<file path="src/rtl/beta_lsu_ctrl.sv">
// beta_lsu_ctrl: single-outstanding load/store controller between execute and the data bus.
// Optional feature macro BETA_LSU_MISALIGN_EXC_EN traps misaligned half/word accesses.
package beta_pkg;
    localparam logic       MEM_LOAD_OP    = 1'b0;
    localparam logic       MEM_STORE_OP   = 1'b1;
    localparam logic [1:0] MEM_SIZE_BYTE  = 2'b00;
    localparam logic [1:0] MEM_SIZE_HALF  = 2'b01;
    localparam logic [1:0] MEM_SIZE_WORD  = 2'b10;
endpackage

module beta_lsu_ctrl
    import beta_pkg::*;
(
    input  logic        clk_i,
    input  logic        rstn_i,
    input  logic        mem_op_en_i,
    input  logic        mem_op_i,
    input  logic [1:0]  mem_op_size_i,
    input  logic        not_sign_ext_i,
    input  logic [31:0] addr_i,
    input  logic [31:0] wdata_i,
    input  logic [4:0]  rd_addr_i,
    output logic        data_req_o,
    input  logic        data_gnt_i,
    output logic        data_we_o,
    output logic [3:0]  data_be_o,
    output logic [31:0] data_addr_o,
    output logic [31:0] data_wdata_o,
    input  logic        data_rvalid_i,
    input  logic [31:0] data_rdata_i,
    input  logic        data_err_i,
    output logic        lsu_busy_o,
    output logic        lsu_done_o,
    output logic        lsu_wb_en_o,
    output logic [31:0] lsu_rdata_o,
    output logic [4:0]  lsu_rd_addr_o,
    output logic        lsu_exc_o,
    output logic [1:0]  lsu_exc_cause_o
);

    typedef enum logic [1:0] {StIdle, StReq, StResp, StDone} state_e;

    state_e      state_q, state_d;
    logic        store_q, store_d;
    logic [1:0]  size_q, size_d;
    logic        nse_q, nse_d;
    logic [1:0]  off_q, off_d;
    logic [29:0] addr_q, addr_d;
    logic [3:0]  be_q, be_d;
    logic [31:0] wdata_q, wdata_d;
    logic [4:0]  rd_q, rd_d;
    logic [31:0] rdata_q, rdata_d;
    logic        wb_q, wb_d;
    logic        exc_q, exc_d;
    logic [1:0]  cause_q, cause_d;

    logic        accept;
    logic [1:0]  in_off;
    logic [3:0]  in_be;
    logic [31:0] in_wdata;
    logic        in_misalign;
    logic [31:0] ld_shifted;
    logic [31:0] ld_ext;

    assign accept = mem_op_en_i & ((state_q == StIdle) | (state_q == StDone));

    // Lane offset is truncated to the access size, so misaligned halves/words land aligned.
    always_comb begin
        in_off      = 2'b00;
        in_be       = 4'b1111;
        in_wdata    = wdata_i;
        in_misalign = 1'b0;
        case (mem_op_size_i)
            MEM_SIZE_BYTE: begin
                in_off   = addr_i[1:0];
                in_be    = 4'b0001 << addr_i[1:0];
                in_wdata = {4{wdata_i[7:0]}};
            end
            MEM_SIZE_HALF: begin
                in_off   = {addr_i[1], 1'b0};
                in_be    = 4'b0011 << {addr_i[1], 1'b0};
                in_wdata = {2{wdata_i[15:0]}};
`ifdef BETA_LSU_MISALIGN_EXC_EN
                in_misalign = addr_i[0];
`endif
            end
            default: begin
`ifdef BETA_LSU_MISALIGN_EXC_EN
                in_misalign = |addr_i[1:0];
`endif
            end
        endcase
    end

    always_comb begin
        ld_shifted = data_rdata_i >> {off_q, 3'b000};
        case (size_q)
            MEM_SIZE_BYTE: ld_ext = {{24{~nse_q & ld_shifted[7]}}, ld_shifted[7:0]};
            MEM_SIZE_HALF: ld_ext = {{16{~nse_q & ld_shifted[15]}}, ld_shifted[15:0]};
            default:       ld_ext = ld_shifted;
        endcase
    end

    always_comb begin
        state_d = state_q;
        store_d = store_q;
        size_d  = size_q;
        nse_d   = nse_q;
        off_d   = off_q;
        addr_d  = addr_q;
        be_d    = be_q;
        wdata_d = wdata_q;
        rd_d    = rd_q;
        rdata_d = rdata_q;
        wb_d    = wb_q;
        exc_d   = exc_q;
        cause_d = cause_q;
        case (state_q)
            StIdle, StDone: begin
                state_d = StIdle;
                if (mem_op_en_i) begin
                    store_d = (mem_op_i == MEM_STORE_OP);
                    size_d  = mem_op_size_i;
                    nse_d   = not_sign_ext_i;
                    off_d   = in_off;
                    addr_d  = addr_i[31:2];
                    be_d    = in_be;
                    wdata_d = in_wdata;
                    rd_d    = rd_addr_i;
                    if (in_misalign) begin
                        state_d = StDone;
                        wb_d    = 1'b0;
                        exc_d   = 1'b1;
                        cause_d = {1'b0, mem_op_i == MEM_STORE_OP};
                    end else begin
                        state_d = StReq;
                    end
                end
            end
            StReq: begin
                if (data_gnt_i) begin
                    state_d = StResp;
                end
            end
            default: begin
                if (data_rvalid_i) begin
                    state_d = StDone;
                    exc_d   = data_err_i;
                    cause_d = {1'b1, store_q};
                    wb_d    = ~store_q & ~data_err_i;
                    if (~store_q & ~data_err_i) begin
                        rdata_d = ld_ext;
                    end
                end
            end
        endcase
    end

    always_ff @(posedge clk_i) begin
        if (!rstn_i) begin
            state_q <= StIdle;
            store_q <= 1'b0;
            size_q  <= 2'b00;
            nse_q   <= 1'b0;
            off_q   <= 2'b00;
            addr_q  <= '0;
            be_q    <= 4'b0000;
            wdata_q <= '0;
            rd_q    <= '0;
            rdata_q <= '0;
            wb_q    <= 1'b0;
            exc_q   <= 1'b0;
            cause_q <= 2'b00;
        end else begin
            state_q <= state_d;
            store_q <= store_d;
            size_q  <= size_d;
            nse_q   <= nse_d;
            off_q   <= off_d;
            addr_q  <= addr_d;
            be_q    <= be_d;
            wdata_q <= wdata_d;
            rd_q    <= rd_d;
            rdata_q <= rdata_d;
            wb_q    <= wb_d;
            exc_q   <= exc_d;
            cause_q <= cause_d;
        end
    end

    assign data_req_o      = (state_q == StReq);
    assign data_we_o       = store_q;
    assign data_be_o       = be_q;
    assign data_addr_o     = {addr_q, 2'b00};
    assign data_wdata_o    = wdata_q;
    assign lsu_busy_o      = (state_q == StReq) | (state_q == StResp) | accept;
    assign lsu_done_o      = (state_q == StDone);
    assign lsu_wb_en_o     = lsu_done_o & wb_q;
    assign lsu_rdata_o     = rdata_q;
    assign lsu_rd_addr_o   = rd_q;
    assign lsu_exc_o       = lsu_done_o & exc_q;
    assign lsu_exc_cause_o = lsu_exc_o ? cause_q : 2'b00;

endmodule

</file>
<file path="config.mk">
export PLATFORM = sky130hd
export DESIGN_NAME = beta_lsu_ctrl
export DESIGN_NICKNAME = d
export VERILOG_FILES = /design/src/rtl/beta_lsu_ctrl.sv
export SDC_FILE = /design/constraint.sdc
export NUM_CORES = 1
export LEC_CHECK = 0
export CAP_MARGIN = 20
export CORE_MARGIN = 10
export CORE_UTILIZATION = 40
export CTS_BUF_LIST = sky130_fd_sc_hd__clkbuf_8
export CTS_CLUSTER_SIZE = 14
export DETAILED_ROUTE_END_ITERATION = 6
export GPL_TIMING_DRIVEN = 0
export PLACE_DENSITY = 0.79
export SLEW_MARGIN = 20
export SYNTH_ARGS = -nofsm -noshare
export SYNTH_HDL_FRONTEND = slang
export SYNTH_SLANG_ARGS = --single-unit
</file>
<file path="constraint.sdc">
create_clock -name clk_i -period 1.7 [get_ports clk_i]
set_clock_uncertainty 0.15 [all_clocks]
set_input_delay 0.255 -clock clk_i [delete_from_list [all_inputs] [get_ports clk_i]]
set_output_delay 0.255 -clock clk_i [all_outputs]
set_load 0.01 [all_outputs]
</file>
==> metrics.txt, run 1 <==
CORE AREA 12670 um^2; XOR/XNOR share of the synthesized area 0%; total CTS buffers 17; most frequent cells in the layout nand2_1, dfxtp_1, clkdlybuf4s50_1; max_cap viols 0; Starting Density around 41%; IO Pins around 220; Power Dens Cells between 1000 and 1500 nW/um^2; Routed Antenna Nets 0; share of the synthesized area in the top cell type between 40 and 50%; Non-Filler Instances around 1.0k; largest area contributor in the netlist dfxtp_1; GR Overflow Total 0; overall power consumption 9.944 mW; TritonCTS Sinks ~120; post-synth cell types 35; PortBufs 219; syn avg cell area ~8.5 um^2; PnR worst setup slack -0.07298 ns; Routed WL 20.09 mm; CP Max Fanout 5; CTS H-tree lvls 4; 1st-iter DRT viols 317; DRC 0; Worst Hold Class input pin to register; Min Clock Period, post-route 1.773 ns; Wirelength per Cell between 15 and 20 um; crit start category register; Worst EP arrival ~1.9 ns; vias in the first global route between 5k and 6k; die height around 130 um; fmax between 0.5 and 0.6 GHz; Synth Warn # 0; synthesized flop and latch total roughly 120; LEAKAGE around 3.7 nW; mux cell area share after synthesis 8.518%; clock latency on the worst-skew pair about 0.44 ns; layout cell share with drive strength beyond 1 between 10% and 20%; Worst-Margin Slew just over 0.5 ns; fin crit share 104.3%; # setup viols final 17; Post-Synth Simple-Gate Area between 15 and 20%; largest net degree at the start of global routing 17; outcome complete, but fails checks; P&R area growth vs syn 60.21%; Seq/Total Area, Yosys between 40% and 50%; clock root buffer clkbuf_8; quantity of hold-fixing buffers added after cts 0; Fin Setup TNS -0.6667 ns; drt pass-1 iters 5; initial antenna violation count 0; global-route wire length before repair ~31 mm; vias per cell 5.194; WP data required approximately 1.9 ns; worst rel slew slack around 66%; Fin. Hold Viols 0; final antenna diode count 0; worst setup path class register to register; HPWL Detailed approximately 15 mm; die area around 18000 um^2; max-slew violation count 0; FP Rows about 40; Area contributors post-synth dfxtp_1, nand2_1, a21boi_0; synthesized area approximately 5200 um^2; clk slew on worst S/H paths about 0.070 ns; Die W approximately 130 um; VDD IR max about 0.84 mV; adder-cell share of the synthesized area 0.7239%; cell count after synthesis 612; Vias roughly 5.4k; failing checks negative setup slack; CTS max path bufs 2; commonest non-fill, non-tap cell in the layout nand2_1; Final Net Count 977; RSZ-0062 raised after global routing yes; dpl cells ~1.0k; dpl ws -0.7816 ns; largest family of logic cells by synthesized area compound AO/OA/AOI/OAI gates; CTS tree done; Compound-Gate Fraction of Synth Area between 20 and 25%; GPL Wtd Cong ~0.92; CP endpoint kind register; GR Util All Layers between 20% and 30%
==> routing by layer <==
layer  vias up  wire length (um)  track usage [%]
li1       2594                 -                -
met1      2594              7941            23.38
met2       223              9961            37.94
met3        27              1862            9.298
met4         0               320            6.409
met5         -                 0                0
==> flip-flops by register name, indices dropped and copies added, names as in the netlist, 2 cells and up <==
name           cells
addr_q            30
cause_q            2
data_be_o          4
data_wdata_o      32
lsu_rd_addr_o      5
lsu_rdata_o       32
off_q              2
size_q             2
state_q            2
==> final timing paths <==
path                         start              end  slack, ns  cells after the start
setup / recovery        state_q[0]  lsu_rdata_o[24]      -0.07                      7
setup reg to reg        state_q[0]  lsu_rdata_o[24]      -0.07                      7
hold reg to reg         addr_q[11]       addr_q[11]       0.31                      2
hold / removal    mem_op_size_i[0]        size_q[0]       0.10                      3
==> cells by family (layout without fill, tap and decap cells) <==
family,count (synthesis),count (layout)
AO/OA/AOI/OAI,183,183
adder cells (fa/ha/maj),3,3
buffers and inverters,54,316
flip-flops,115,115
multiplexers,42,42
other,1,2
AND/OR/NAND/NOR,214,214
==> critical path, cell delays in order (launching register included) <==
cell and delay [ns]:
dfxtp_4 0.37, inv_4 0.06, ha_4 0.15, nand2_4 0.05, or3_4 0.36, a31oi_4 0.26, buf_6 0.19, a21oi_2 0.06
==> area by class of cell <==
type,count,area (um^2)
multi-input combinational,444,2791
clock buffer,21,289.0
inverter,5,21.27
timing repair buffer,233,2200
sequential,115,2317
buffer,47,340.3
clock inverter,10,132.6
tap,172,215.2
fill,1081,4364
==> repair_timing <==
action,CTS,global route
setup endpoints to repair,217,101
setup buffers,6,5
pin swaps,4,7
endpoints found under the hold margin,0,0
gates resized for setup,208,49
cloned,2,1
==> Yosys cell counts <==
master	count
a211oi_1	2
a21boi_0	67
a21oi_1	31
a21oi_4	1
a22o_1	7
a311oi_2	1
a31oi_1	1
a31oi_4	1
and2_1	3
and2b_1	1
and3_1	2
and4bb_2	1
buf_2	15
buf_4	3
buf_6	3
clkbuf_1	28
conb_1	1
dfxtp_1	115
ha_1	3
inv_1	5
mux2_2	7
mux2i_1	34
mux4_2	1
nand2_1	173
nand2_2	1
nand2b_1	5
nand3_1	12
nand3b_1	2
nor2_1	4
nor2b_1	8
o211a_1	16
o211ai_1	8
o21ai_0	48
or2_2	1
or3_1	1
==> power by group <==
group          switching, mW  internal, mW  total (mW)
sequential             0.305          3.23        3.54
clock                   1.10          1.58        2.68
combinational           1.99          1.74        3.73
total                   3.39          6.55        9.94
==> metrics by stage <==
| stage | hold slack, ns | util, % | instance area [um^2] |
|---|---|---|---|
| after floorplan | 0.2395 | - | 5204 |
| after global placement | 0.2999 | 60.07 | 7611 |
| after detailed placement | 0.3081 | 60.07 | 7611 |
| after CTS | 0.06444 | 64.44 | 8165 |
| after global routing | 0.1240 | 65.56 | 8307 |
| final | 0.1003 | 65.56 | 8307 |
Note: power is estimated with default switching activity, not from simulation.
==> run 2: changes to the inputs <==
--- a/config.mk
+++ b/config.mk
@@ -5,14 +5,16 @@
 export SDC_FILE = /design/constraint.sdc
 export NUM_CORES = 1
 export LEC_CHECK = 0
+export ABC_AREA = 1
 export CAP_MARGIN = 20
 export CORE_MARGIN = 10
-export CORE_UTILIZATION = 40
+export CORE_UTILIZATION = 35
 export CTS_BUF_LIST = sky130_fd_sc_hd__clkbuf_8
 export CTS_CLUSTER_SIZE = 14
 export DETAILED_ROUTE_END_ITERATION = 6
 export GPL_TIMING_DRIVEN = 0
-export PLACE_DENSITY = 0.79
+export MAX_ROUTING_LAYER = met4
+export PLACE_DENSITY = 0.69
 export SLEW_MARGIN = 20
 export SYNTH_ARGS = -nofsm -noshare
 export SYNTH_HDL_FRONTEND = slang
==> run 2 against run 1 <==
  * The run still ends with negative setup slack left
  * Synthesized area increased by 3.5%
  * Sequential share of layout area decreased by 0.29 points
  * Global-route usage decreased by 1.5 points
  * Die area increased by 15%
  * Count of clock-buffer cells in the layout decreased by 2
  * Non-clock buffer count decreased by 3
  * Combinational power increased by 25%
  * Register-to-register slack got worse by 0.02 ns
  * Setup slack got worse by 0.079 ns
  * Critical path type is now register to output port
  * Largest cell class unchanged
  * Highest routed layer unchanged
==> metrics.txt, run 2 <==
outcome complete, but fails checks (unchanged); failing checks negative setup slack (unchanged); commonest non-fill, non-tap cell in the layout nand2_1 (unchanged); Placed Instance Area 7807 um^2 (was 7611 um^2); TritonCTS Sinks 115 (unchanged); Routed Antenna Nets 0 (unchanged); synthesized area 5366 um^2 (was 5185 um^2); # setup viols final 13 (was 17); largest area contributor in the netlist dfxtp_1 (unchanged); clk slew on worst S/H paths 0.07 ns (about the same); post-synthesis async set-or-reset flop share 0% (unchanged); Wirelength per Cell 17.03 um (was 19.18 um); GR Util All Layers 20.24% (was 21.74%); EDFF count, synth 0 (unchanged); Critical Path Most Common Cell nand2_4; vias per cell 4.708 (was 5.194); Fin Setup TNS -0.4465 ns (was -0.6667 ns); Routed WL 20.84 mm (was 20.09 mm); HPWL Detailed 16.32 mm (was 15.22 mm); initial antenna violation count 0 (unchanged); post-synth cell types 38 (was 35); VDD IR max 0.7527 mV (was 0.8446 mV); share of the synthesized area in the top cell type 42.90% (was 44.40%); fmax 0.5400 GHz (was 0.5640 GHz); slowest stage cell, crit path dfxtp_2 (was dfxtp_4); Die W 143.8 um (was 133.9 um); 1st-iter DRT viols 326 (was 317); GPL Wtd Cong 0.9135 (was 0.9197); WP data required 1.29 ns (was 1.87 ns); GR Overflow Total 0 (unchanged); vias in the first global route 5773 (was 5627); cells along the critical path inv_2 -> ha_4 -> nand2_4 -> clkbuf_16 -> nand2_4 -> buf_6 (was inv_4 -> ha_4 -> nand2_4 -> or3_4 -> a31oi_4 -> buf_6 -> a21oi_2); CORE AREA 15090 um^2 (was 12670 um^2); Seq/Total Area, Yosys 42.90% (was 44.40%); CTS tree done (unchanged); clock root buffer clkbuf_8 (unchanged); DRC 0 (unchanged); cell count after synthesis 773 (was 612); top post-synthesis cells by count nand2_1, nor2_1, dfxtp_1, inv_1, o21ai_0 (was nand2_1, dfxtp_1, a21boi_0, o21ai_0, mux2i_1); largest net degree at the start of global routing 17 (unchanged); RSZ-0062 raised after global routing yes (unchanged); layout cell share with drive strength beyond 1 12.95% (was 15.66%); total CTS buffers 17 (unchanged); PnR worst setup slack -0.1519 ns (was -0.07298 ns); most frequent cells in the layout nand2_1, nor2_1, dfxtp_1 (was nand2_1, dfxtp_1, clkdlybuf4s50_1); FP Rows 45 (was 41); Final Net Count 1136 (was 977); die height 143.8 um (was 133.9 um); Hold WS 0.05311 ns (was 0.1003 ns); fin util 55.39% (was 65.56%); ys flop type dfxtp_1 (unchanged); fin crit share 108.9% (was 104.3%); clock latency on the worst-skew pair 0.44 ns (about the same); Power Dens Cells 1331 nW/um^2 (was 1197 nW/um^2); CTS H-tree lvls 4 (unchanged); Worst-Margin Slew 0.6007 ns (was 0.5057 ns); Area contributors post-synth dfxtp_1, nand2_1, nor2_1 (was dfxtp_1, nand2_1, a21boi_0); Worst path max stage delay 0.35 ns (was 0.37 ns); post-route cell area 8358 um^2 (was 8307 um^2); CP Max Fanout 3 (was 5); die area 20690 um^2 (was 17920 um^2); P&R area growth vs syn 55.75% (was 60.21%); count leader, synth nand2_1 (unchanged); Fin. Hold Viols 0 (unchanged); worst rel slew slack 59.95% (was 66.29%); max-slew violation count 0 (unchanged); drt pass-1 iters 5 (unchanged); crit start category register (unchanged); LEAKAGE 4.127 nW (was 3.725 nW); Worst Hold Class input pin to register (unchanged); Worst EP arrival 1.45 ns (was 1.94 ns); CP endpoint kind output port (was register); max_cap viols 0 (unchanged); quantity of hold-fixing buffers added after cts 0 (unchanged); Min Clock Period, post-route 1.852 ns (was 1.773 ns); global-route wire length before repair 31.01 mm (was 30.81 mm); syn avg cell area 6.942 um^2 (was 8.472 um^2); CTS max path bufs 2 (unchanged); synthesized flop and latch total 115 (unchanged); overall power consumption 11.12 mW (was 9.944 mW); IO Pins 224 (unchanged); worst setup path class register to output port (was register to register); Starting Density 35.56% (was 40.92%); Vias 5762 (was 5438); PortBufs 220 (was 219); Synth Warn # 0 (unchanged)
[run 2: cells by family after synthesis]
| group | synth area share (%) |
|---|---|
| simple gates | 29.68 |
| flops | 42.90 |
| buf+inv | 11.82 |
| other cells | 0.06988 |
| fa+ha+maj | 0.6995 |
| compound gates | 14.83 |
[run 2: cell type report]
| cell class | count | area (um^2) |
|---|---|---|
| Fill cell | 1515 | 6731 |
| Multi-Input combinational cell | 528 | 2539 |
| Sequential cell | 115 | 2307 |
| Timing Repair Buffer | 229 | 2121 |
| Buffer | 48 | 381.6 |
| Inverter | 83 | 339.1 |
| Clock buffer | 19 | 261.5 |
| Tap cell | 188 | 235.2 |
| Clock inverter | 13 | 171.4 |
| Antenna cell | 1 | 2.502 |
[run 2: final timing paths]
kind	startpoint	endpoint	slack [ns]	depth (start not counted)
worst max register to register	state_q[0]	data_wdata_o[12]	-0.09	9
worst max-delay path	state_q[0]	lsu_busy_o	-0.15	6
worst min register to register	data_wdata_o[18]	data_wdata_o[18]	0.31	2
worst min-delay path	mem_op_size_i[1]	data_wdata_o[28]	0.05	3
[run 2: repair_timing]
item / CTS / global route
hold endpoints to repair: 0 / 0
setup endpoints to repair: 202 / 76
setup buffers: 5 / 3
gates cloned: 0 / 1
resized for setup: 168 / 37
pin swaps: 2 / 3
[run 2: per-stage QoR]
stage,std cells,setup WS (ns)
final,1224,-0.1519
after global routing,1223,-0.2185
after CTS,1219,-0.1817
after detailed placement,1182,-0.9060
after global placement,1182,-0.8976
after floorplan,774,0.02117
[run 2: critical path, delay by kind of cell, from the launching register on]
kind | cells | cell delay, ns
buffers and inverters | 3 | 0.29
DFF | 1 | 0.35
adders and majority gates | 1 | 0.27
and+or+nand+nor | 2 | 0.10
[run 2: layer usage]
metal / part of all wire [%] / GRT usage (%) / up-vias
li1: - / - / 2947
met1: 40 / 21.71 / 2573
met2: 47 / 33.13 / 224
met3: 12 / 9.637 / 18
met4: 1.3 / 4.944 / 0
met5: 0 / - / -
[run 2: power breakdown]
part / switching (mW) / internal (mW)
Clock: 1.23 / 1.55
Sequential: 0.333 / 3.36
Combinational: 2.67 / 1.97
==> run 3: changes to the inputs <==
--- a/config.mk
+++ b/config.mk
@@ -7,6 +7,7 @@
 export LEC_CHECK = 0
 export ABC_AREA = 1
 export CAP_MARGIN = 20
+export CORE_ASPECT_RATIO = 1.75
 export CORE_MARGIN = 10
 export CORE_UTILIZATION = 35
 export CTS_BUF_LIST = sky130_fd_sc_hd__clkbuf_8
==> run 3 against run 2 <==
  * Non-clock buffer count grew 15
  * The run still ends with negative setup slack left
  * Global-route usage decreased by 0.47 points
  * Clock power rose by 3%
==> metrics.txt, run 3 (synthesized netlist as in run 2, its figures left out) <==
Routed WL 21.59 mm (was 20.84 mm); CTS tree done (unchanged); CTS H-tree lvls 4 (unchanged); Fin. Hold Viols 0 (unchanged); Starting Density 35.81% (was 35.56%); R2R setup slack -0.15 ns (was -0.09 ns); part of the power in the clock network 23.7% (was 25.0%); HPWL Detailed 16.45 mm (was 16.32 mm); Min Clock Period, post-route 1.927 ns (was 1.852 ns); fin crit share 113.4% (was 108.9%); PortBufs 220 (unchanged); PnR worst setup slack -0.2271 ns (was -0.1519 ns); dpl ws -0.9434 ns (was -0.9060 ns); RSZ-0062 raised after global routing yes (unchanged); layout cell share with drive strength beyond 1 19.81% (was 12.95%); IO Pins 224 (unchanged); max-slew violation count 0 (unchanged); outcome complete, but fails checks (unchanged); max_cap viols 0 (unchanged); 1st-iter DRT viols 172 (was 326); CP Max Fanout 3 (unchanged); CP endpoint kind output port (unchanged); worst setup path class register to output port (unchanged); # setup viols final 49 (was 13); Net Sw Power 4.610 mW (was 4.235 mW); TritonCTS Sinks 115 (unchanged); most frequent cells in the layout nand2_1, nor2_1, dfxtp_1 (unchanged); LEAKAGE 4.390 nW (was 4.127 nW); vias per cell 4.806 (was 4.708); Worst EP arrival 1.52 ns (was 1.45 ns); total CTS buffers 17 (unchanged); Fin Setup TNS -4.094 ns (was -0.4465 ns); GPL Wtd Cong 1.018 (was 0.9135); Worst-Margin Slew 0.7505 ns (was 0.6007 ns); Power Dens Cells 1330 nW/um^2 (was 1331 nW/um^2); Sw Ratio 38.14% (was 38.08%); Vias 5931 (was 5762); commonest non-fill, non-tap cell in the layout nand2_1 (unchanged); largest net degree at the start of global routing 17 (unchanged); WP data required 1.29 ns (about the same); drt pass-1 iters 4 (was 5); Comb power frac 45.8% (was 41.8%); global-route wire length before repair 31.18 mm (was 31.01 mm); GR Overflow Total 0 (unchanged); Final Net Count 1151 (was 1136); sequential share of power 30.5% (was 33.2%); failing checks negative setup slack (unchanged); Routed Antenna Nets 0 (unchanged); clock latency on the worst-skew pair 0.44 ns (about the same); Largest delay share family, worst path flip-flops (unchanged); Die W 113.6 um (was 143.8 um); slowest stage cell, crit path dfxtp_2 (unchanged); quantity of hold-fixing buffers added after cts 0 (unchanged); fin util 60.65% (was 55.39%); GR Util All Layers 19.77% (was 20.24%); die area 20880 um^2 (was 20690 um^2); die height 183.8 um (was 143.8 um); clk slew on worst S/H paths 0.08 ns (was 0.07 ns); crit start category register (unchanged); DRC 0 (unchanged); cells along the critical path inv_2 -> ha_4 -> nand2_8 -> clkbuf_16 -> nand2_4 -> buf_6 (was inv_2 -> ha_4 -> nand2_4 -> clkbuf_16 -> nand2_4 -> buf_6); Crit path buffers/inverters 3 (unchanged); VDD IR max 0.8380 mV (was 0.7527 mV); CORE AREA 14990 um^2 (was 15090 um^2); fmax 0.5189 GHz (was 0.5400 GHz); CTS max path bufs 2 (unchanged); Worst Hold Class input pin to register (unchanged); vias in the first global route 5883 (was 5773); FP Rows 59 (was 45); Wirelength per Cell 17.50 um (was 17.03 um); initial antenna violation count 1 (was 0); Hold WS 0.07686 ns (was 0.05311 ns); Worst path max stage delay 0.37 ns (was 0.35 ns); internal power 7.478 mW (was 6.887 mW); P&R area growth vs syn 69.36% (was 55.75%); clock root buffer clkbuf_8 (unchanged); worst rel slew slack 49.97% (was 59.95%)
==> run 3: cell types whose count changed in the layout (fill, tap and decap cells not counted), moves of 9 or more <==
cell and change:
nand2_1 -11, o21ai_0 -26, nor2_1 -10, nand2_2 +9
o21ai_2 +19, nor2_4 +11
==> run 3: worst paths after layout <==
kind	start	to	depth (start not counted)
setup reg to reg	state_q[0]	data_wdata_o[21]	9
hold / removal	mem_op_size_i[1]	data_wdata_o[31]	3
hold reg to reg	data_wdata_o[2]	data_wdata_o[2]	2
setup / recovery	state_q[0]	lsu_busy_o	6
==> run 3: per-layer routing <==
metal  up-vias  GRT usage, %  part of all wire (%)
met5         -             -                     0
met4         0         7.798                   3.3
met3        48         6.242                   6.5
met2       216         37.30                    56
met1      2689         17.54                    35
li1       2978             -                     -
==> run 3: area by class of cell <==
| cell class | instances | area [um^2] |
|---|---|---|
| Antenna cell | 1 | 2.502 |
| Buffer | 48 | 446.7 |
| Fill cell | 1392 | 5897 |
| Clock inverter | 15 | 206.4 |
| Multi-Input combinational cell | 528 | 2885 |
| Inverter | 83 | 354.1 |
| Timing Repair Buffer | 244 | 2424 |
| Tap cell | 183 | 229.0 |
| Sequential cell | 115 | 2307 |
| Clock buffer | 17 | 234.0 |
==> run 3: through the flow <==
step	power (mW)	std cells	cell area, um^2
2_1_floorplan	6.166	774	5370
3_3_place_gp	8.435	1177	7801
3_5_place_dp	8.472	1177	7801
4_1_cts	11.29	1216	8337
5_1_grt	12.79	1234	9089
6_report	12.09	1234	9089
==> run 3: power groups by stage <==
stage / sequential, mW / combinational [mW] / clock, mW
finish: 3.69 / 5.53 / 2.87
global placement: 3.72 / 4.71 / 0
CTS: 3.68 / 4.69 / 2.92
floorplan: 4.01 / 2.15 / 0
detailed placement: 3.75 / 4.72 / 0
global route: 3.77 / 6.01 / 3.01
==> run 3: worst reg2reg max path, stage by stage (launching register included) <==
cell	delay, ns
dfxtp_2	0.37
inv_2	0.06
ha_4	0.29
nand2_8	0.06
buf_4	0.15
buf_12	0.14
nor2_4	0.18
buf_6	0.16
o22ai_2	0.08
a21oi_2	0.13
==> run 3: what timing repair did <==
| item | CTS | global route |
|---|---|---|
| resized for setup | 179 | 163 |
| pin swaps | 2 | 17 |
| endpoints found under the setup margin | 221 | 94 |
| gates cloned | 2 | 7 |
| buffers inserted | 5 | 10 |
| hold endpoints to repair | 0 | 0 |
